File: config.mk
export PLATFORM = sky130hd
export DESIGN_NAME = muldiv_unit
export DESIGN_NICKNAME = d
export VERILOG_FILES = /design/src/rtl/muldiv_unit.sv
export SDC_FILE = /design/constraint.sdc
export NUM_CORES = 1
export LEC_CHECK = 0
export ABC_AREA = 1
export ABC_CLOCK_PERIOD_IN_PS = 2300
export BUFFER_PORTS_ARGS = -buffer_cell sky130_fd_sc_hd__buf_2
export CORE_MARGIN = 4
export CORE_UTILIZATION = 42
export DETAILED_ROUTE_END_ITERATION = 10
export GPL_ROUTABILITY_DRIVEN = 0
export GPL_TIMING_DRIVEN = 0
export SLEW_MARGIN = 20
export SYNTH_ARGS = -nofsm -noshare
export SYNTH_HDL_FRONTEND = slang
export SYNTH_SLANG_ARGS = --single-unit
File: constraint.sdc
create_clock -name clk -period 2.3 [get_ports clk]
set_input_delay 0.345 -clock clk [delete_from_list [all_inputs] [get_ports clk]]
set_output_delay 0.345 -clock clk [all_outputs]
set_load 0.01 [all_outputs]
File: src/rtl/muldiv_unit.sv
// Multi-cycle RV32M multiply/divide unit for the EX stage.
// Multiply uses shift-add, retiring MUL_STEP multiplier bits per cycle. Divide uses restoring
// division, one quotient bit per cycle. Both work on operand magnitudes and apply the sign in FIX.
`timescale 1ns/1ps
module muldiv_unit #(
  parameter int unsigned WIDTH    = 32,
  parameter int unsigned MUL_STEP = 1
) (
  input  logic             clk,
  input  logic             rst,
  input  logic             start,
  input  logic [2:0]       funct3,
  input  logic [WIDTH-1:0] a,
  input  logic [WIDTH-1:0] b,
  input  logic             flush,
  output logic             ready,
  output logic             busy,
  output logic             done,
  output logic [WIDTH-1:0] result
);

  localparam int unsigned CW       = $clog2(WIDTH + 1);
  localparam int unsigned MulIters = WIDTH / MUL_STEP;

  typedef enum logic [2:0] {StIdle, StMul, StDiv, StFix, StDone} state_e;

  state_e             state_q, state_d;
  logic [2:0]         op_q, op_d;
  logic               qneg_q, qneg_d;   // product / quotient negate
  logic               rneg_q, rneg_d;   // remainder negate (sign of dividend)
  logic [2*WIDTH-1:0] acc_q, acc_d;     // {product hi, multiplier} or {remainder, quotient}
  logic [WIDTH-1:0]   opnd_q, opnd_d;   // multiplicand or divisor magnitude
  logic [CW-1:0]      cnt_q, cnt_d;
  logic [WIDTH-1:0]   result_q, result_d;
  logic               busy_q, busy_d;
  logic               done_q, done_d;

  logic               a_signed, b_signed, sa, sb;
  logic [WIDTH-1:0]   a_mag, b_mag;
  logic               div_zero, div_ovf;

  logic [WIDTH+MUL_STEP-1:0] partial, mul_sum;
  logic [2*WIDTH-1:0]        mul_acc, div_acc, prod;
  logic [WIDTH:0]            div_shift, div_diff;
  logic [WIDTH-1:0]          quo, rem, fix_res;

  // Operand decode: signedness per op, magnitudes and divide special cases.
  always_comb begin
    a_signed = funct3[2] ? ~funct3[0] : (funct3[1:0] == 2'b01 || funct3[1:0] == 2'b10);
    b_signed = funct3[2] ? ~funct3[0] : (funct3[1:0] == 2'b01);
    sa       = a_signed & a[WIDTH-1];
    sb       = b_signed & b[WIDTH-1];
    a_mag    = sa ? -a : a;
    b_mag    = sb ? -b : b;
    div_zero = (b == '0);
    div_ovf  = ~funct3[0] && (a == {1'b1, {(WIDTH-1){1'b0}}}) && (b == '1);
  end

  // One multiply step: add multiplicand * low digit into the high half, then shift right.
  always_comb begin
    partial = '0;
    for (int i = 0; i < MUL_STEP; i++) begin
      if (acc_q[i]) partial = partial + ((WIDTH+MUL_STEP)'(opnd_q) << i);
    end
    mul_sum = {{MUL_STEP{1'b0}}, acc_q[2*WIDTH-1:WIDTH]} + partial;
    mul_acc = {mul_sum, acc_q[WIDTH-1:MUL_STEP]};
  end

  // One restoring-divide step: shift in the next dividend bit, subtract if it fits.
  always_comb begin
    div_shift = acc_q[2*WIDTH-1:WIDTH-1];
    div_diff  = div_shift - {1'b0, opnd_q};
    if (div_diff[WIDTH]) div_acc = {div_shift[WIDTH-1:0], acc_q[WIDTH-2:0], 1'b0};
    else                 div_acc = {div_diff[WIDTH-1:0], acc_q[WIDTH-2:0], 1'b1};
  end

  // Sign fix-up and result select used in the FIX state.
  always_comb begin
    prod = qneg_q ? -acc_q : acc_q;
    quo  = qneg_q ? -acc_q[WIDTH-1:0] : acc_q[WIDTH-1:0];
    rem  = rneg_q ? -acc_q[2*WIDTH-1:WIDTH] : acc_q[2*WIDTH-1:WIDTH];
    if (!op_q[2]) fix_res = (op_q[1:0] == 2'b00) ? prod[WIDTH-1:0] : prod[2*WIDTH-1:WIDTH];
    else          fix_res = op_q[1] ? rem : quo;
  end

  // Next-state logic for the control FSM and datapath registers.
  always_comb begin
    state_d  = state_q;
    op_d     = op_q;
    qneg_d   = qneg_q;
    rneg_d   = rneg_q;
    acc_d    = acc_q;
    opnd_d   = opnd_q;
    cnt_d    = cnt_q;
    result_d = result_q;
    case (state_q)
      StIdle: begin
        if (start && !flush) begin
          op_d   = funct3;
          qneg_d = sa ^ sb;
          rneg_d = sa;
          if (!funct3[2]) begin
            acc_d   = {{WIDTH{1'b0}}, b_mag};
            opnd_d  = a_mag;
            cnt_d   = CW'(MulIters);
            state_d = StMul;
          end else if (div_zero) begin
            result_d = funct3[1] ? a : '1;
            state_d  = StDone;
          end else if (div_ovf) begin
            result_d = funct3[1] ? '0 : {1'b1, {(WIDTH-1){1'b0}}};
            state_d  = StDone;
          end else begin
            acc_d   = {{WIDTH{1'b0}}, a_mag};
            opnd_d  = b_mag;
            cnt_d   = CW'(WIDTH);
            state_d = StDiv;
          end
        end
      end
      StMul: begin
        acc_d = mul_acc;
        cnt_d = cnt_q - CW'(1);
        if (cnt_q == CW'(1)) state_d = StFix;
      end
      StDiv: begin
        acc_d = div_acc;
        cnt_d = cnt_q - CW'(1);
        if (cnt_q == CW'(1)) state_d = StFix;
      end
      StFix: begin
        result_d = fix_res;
        state_d  = StDone;
      end
      StDone:  state_d = StIdle;
      default: state_d = StIdle;
    endcase
    // Abort: drop the op without touching the visible result.
    if (flush && state_q != StIdle) begin
      state_d  = StIdle;
      result_d = result_q;
    end
    busy_d = (state_d != StIdle);
    done_d = (state_d == StDone);
  end

  // State and datapath registers, asynchronously cleared.
  always_ff @(posedge clk or negedge rst) begin
    if (!rst) begin
      state_q  <= StIdle;
      op_q     <= '0;
      qneg_q   <= 1'b0;
      rneg_q   <= 1'b0;
      acc_q    <= '0;
      opnd_q   <= '0;
      cnt_q    <= '0;
      result_q <= '0;
      busy_q   <= 1'b0;
      done_q   <= 1'b0;
    end else begin
      state_q  <= state_d;
      op_q     <= op_d;
      qneg_q   <= qneg_d;
      rneg_q   <= rneg_d;
      acc_q    <= acc_d;
      opnd_q   <= opnd_d;
      cnt_q    <= cnt_d;
      result_q <= result_d;
      busy_q   <= busy_d;
      done_q   <= done_d;
    end
  end

  assign busy   = busy_q;
  assign ready  = ~busy_q;
  assign done   = done_q;
  assign result = result_q;

endmodule

==> flow_summary.yaml <==
logic_synthesis:
  syn_area_per_cell_um2: 5.54
  synth_top_family_by_area: "simple AND/OR/NAND/NOR gates"
  yosysTopAreaCell: "nand2_1"
  ys_top_cells_by_area: "nand2_1 22%, dfrtp_1 20%, nand3_1 11%, nor2_1 8.6%, inv_1 8.2%"
  synth-xor-area-share: 0.0336
  syn_inst: 3289
  synth_compound_area_frac: 0.144
  syn_area_um2: 18200
  ys_seq_elements: 144
  synthArstFlopShare: 1.00
  synthFlopType: "dfrtp_1"
  synth_edf_count: 0
  synth_simple_gate_area_frac: 0.458
  yosysSeqAreaShare: 0.198
  muxShareOfSynthArea: 0
  yosysUniqueCellTypes: 49
  synth_fa_ha_area_frac: 0.0516
  syn-num-nets: 3434
  ys.warnings.count: 0
  synth_top_area_frac: 0.216
critical_path:
  crit_fanout: 7
  crit_required_ns: 2.66
  worst-r2r-cell-count: 18
  r2r-end: "acc_q[39]"
  criticalPathCategory: "reg -> reg"
  startpoint_type: "register"
  r2r_setup_slack_ns: -0.26
  worstPathArrival_ns: 2.92
  cp-end-kind: "register"
  timing.rr.start: "acc_q[31]"
  startpoint: "acc_q[31]"
hold_path:
  min_to: "op_q[1]"
  min_from: "funct3[1]"
  min_path_type: "in -> reg"
  whs_path_depth: 3
sta:
  hold_slack_ns: 0.228
  finalMaxSlewViolations: 0
  setup_slack_ns: -0.264
  tightest_slew_ns: 0.826
  finalSetupTns_ns: -6.87
  relSlewSlack: 0.450
  rsz0062_at_grt: "true"
  period_share: 1.11
  fmax_mhz: 390
  worst_clock_skew_ns: 0.0201
  setup_violations: 38
  period_needed_ns: 2.56
  final_hold_viol_count: 0
place:
  place_hpwl_um: 71700
  port_buffers: 105
  dpl.cell_count: 3980
grt:
  grt_max_degree: 85
  grt_overflow: 0
  grt_usage: 0.369
  first_global_vias: 22348
  grt_pass1_wl_um: 132000
  antenna_found_initial: 2
floorplan:
  die_height_um: 216
  die_width_um: 216
  coreArea_um2: 43000
  io_pins: 106
  row_count: 76
  die_area_um2: 46800
  initial_core_util: 0.424
finish:
  drive_gt1_frac: 0.197
  syn2layout_area_growth_pct: 23.4
  final_cells: 4075
  antenna_cells: 0
  nets: 3622
clocking:
  cts_tree: "done"
  clk_latency_ns: 0.49
  cts_buffer_depth: 2
  path_clk_slew_ns: 0.08
  numCtsBuffers: 17
  ctsHtreeMaxLevel: 4
  clock_sinks: 144
  clockRootBuffer: "clkbuf_16"
detailed_routing:
  drt_pass1_iterations: 8
  ant_nets: 0
  vias: 24300
  wirelength_um: 90500
  drc: 0
  dr.first_iter.drc_count: 3837
  wl_per_cell_um: 22.2
  vias_per_cell: 5.96
run_status:
  status: "complete, but fails checks"
  violations: "setup timing"
power_and_ir_drop:
  netSwitchingFraction: 0.602
  power_frac_seq: 0.141
  pwr-share-clk: 0.080
  switchingPower_uw: 21300
  p_leak_uw: 0.0111
  pwr_density_cell_nw_per_um2: 1580
  intPower_uw: 14100
  combinationalPowerShare: 0.779
  peakVddDrop_mv: 0.742
run:
  maxCapViolCount: 0
layout make-up:
class,instances,area (um^2)
fillers,4547,20500
multi-input cells,2615,14200
flip-flops and latches,144,3640
inverters,416,1580
repair buffers,169,1120
well taps,585,732
plain buffers,114,647
clock buffers,18,439
clock inverters,14,124
layout by cell type, fill, tap and decap left out, drive strengths merged, types with 3 or more instances in the layout:
cell type  instances
o21bai            12
nand3            403
inv              417
nor2             429
nand4             46
a21o               8
a31oi             12
clkbuf            83
a211oi             3
nor4               5
xnor2             14
o21a               5
dfrtp            144
clkinv            10
o22ai             39
xor2              56
nor3              28
o211ai            22
nand2           1052
and2               3
o21ai            204
nand3b            16
or2               13
clkinvlp           3
buf              217
a21oi            165
ha                72
metal layers:
layer / vias to the layer above / track usage / wire, um
met5: - / 0 / 32
met4: 4 / 0.247 / 8350
met3: 489 / 0.103 / 11400
met2: 1829 / 0.549 / 36700
met1: 10970 / 0.468 / 34000
li1: 11008 / - / -
synth_stat cells (all sizes together), types with 5 or more instances:
cell type     n
nand2      1052
nor2        429
inv         413
nand3       403
o21ai       204
a21oi       165
dfrtp       144
ha           72
clkbuf       61
xor2         56
buf          53
nand4        46
o22ai        39
nor3         28
o211ai       22
nand3b       16
xnor2        14
or2          13
a31oi        12
o21bai       12
a21o          8
nor4          5
o21a          5
kinds of logic (layout without fill, tap and decap cells):
group,after synthesis,count (layout)
XOR/XNOR,70,70
AO/OA/AOI/OAI,476,476
buffers and inverters,530,731
flip-flops,144,144
adder cells (fa/ha/maj),74,74
AND/OR/NAND/NOR,1995,1995
metrics by stage:
| step | setup WS, ns | area [um^2] | utilization | total power, uW |
|---|---|---|---|---|
| 5_1_grt | -0.344 | 22500 | 0.523 | 37500 |
| 3_3_place_gp | -1.33 | 19500 | 0.454 | 26400 |
| 2_1_floorplan | -0.0623 | 18300 | - | 19300 |
| 6_report | -0.264 | 22500 | 0.523 | 35500 |
| 3_5_place_dp | -0.932 | 19600 | 0.455 | 26700 |
| 4_1_cts | -0.195 | 21100 | 0.492 | 31900 |
critical path, stage by stage (launching register included):
cell     delay (ns)
dfrtp_2        0.39
inv_4          0.05
ha_4           0.16
fa_2           0.37
inv_2          0.06
nand2_2        0.05
o21ai_4        0.19
nand2_2        0.10
nand2_4        0.10
nand2_4        0.05
nand2_4        0.08
nand2_4        0.08
nand2_4        0.09
nand2_2        0.06
nand2_4        0.16
buf_8          0.16
nand2_2        0.08
nand3_2        0.09
nand3_2        0.09
sequential cells by signal, summed over array words and instances, names as in the netlist:
name / count
cnt_q: 6
op_q: 3
state_q: 3
qneg_q: 1
busy: 1
acc_q: 64
rneg_q: 1
opnd_q: 32
done: 1
result: 32
timing repair:
item | in CTS | in global routing
setup buffers | 31 | 26
gates cloned | 5 | 1
endpoints found under the hold margin | 60 | 0
pin swaps | 25 | 30
endpoints found under the setup margin | 110 | 100
hold buffers | 1 | 0
gates resized for setup | 218 | 319
worst max path at each step:
stage	slack [ns]	to	cells past startpoint
after global routing	-0.34	acc_q[39]	18
after global placement	-1.33	opnd_q[19]	1
after detailed placement	-0.93	acc_q[51]	17
final	-0.26	acc_q[39]	18
after CTS	-0.20	acc_q[57]	19
after floorplan	-0.06	acc_q[53]	18
power by group through the flow:
stage | combinational, uW | sequential (uW) | clock, uW
floorplan | 14900 | 4390 | 0
global placement | 21500 | 4930 | 0
detailed placement | 21700 | 4960 | 0
CTS | 24200 | 4860 | 2810
global route | 29500 | 5060 | 2920
finish | 27600 | 4990 | 2830
Note: power is estimated with default switching activity, not from simulation.
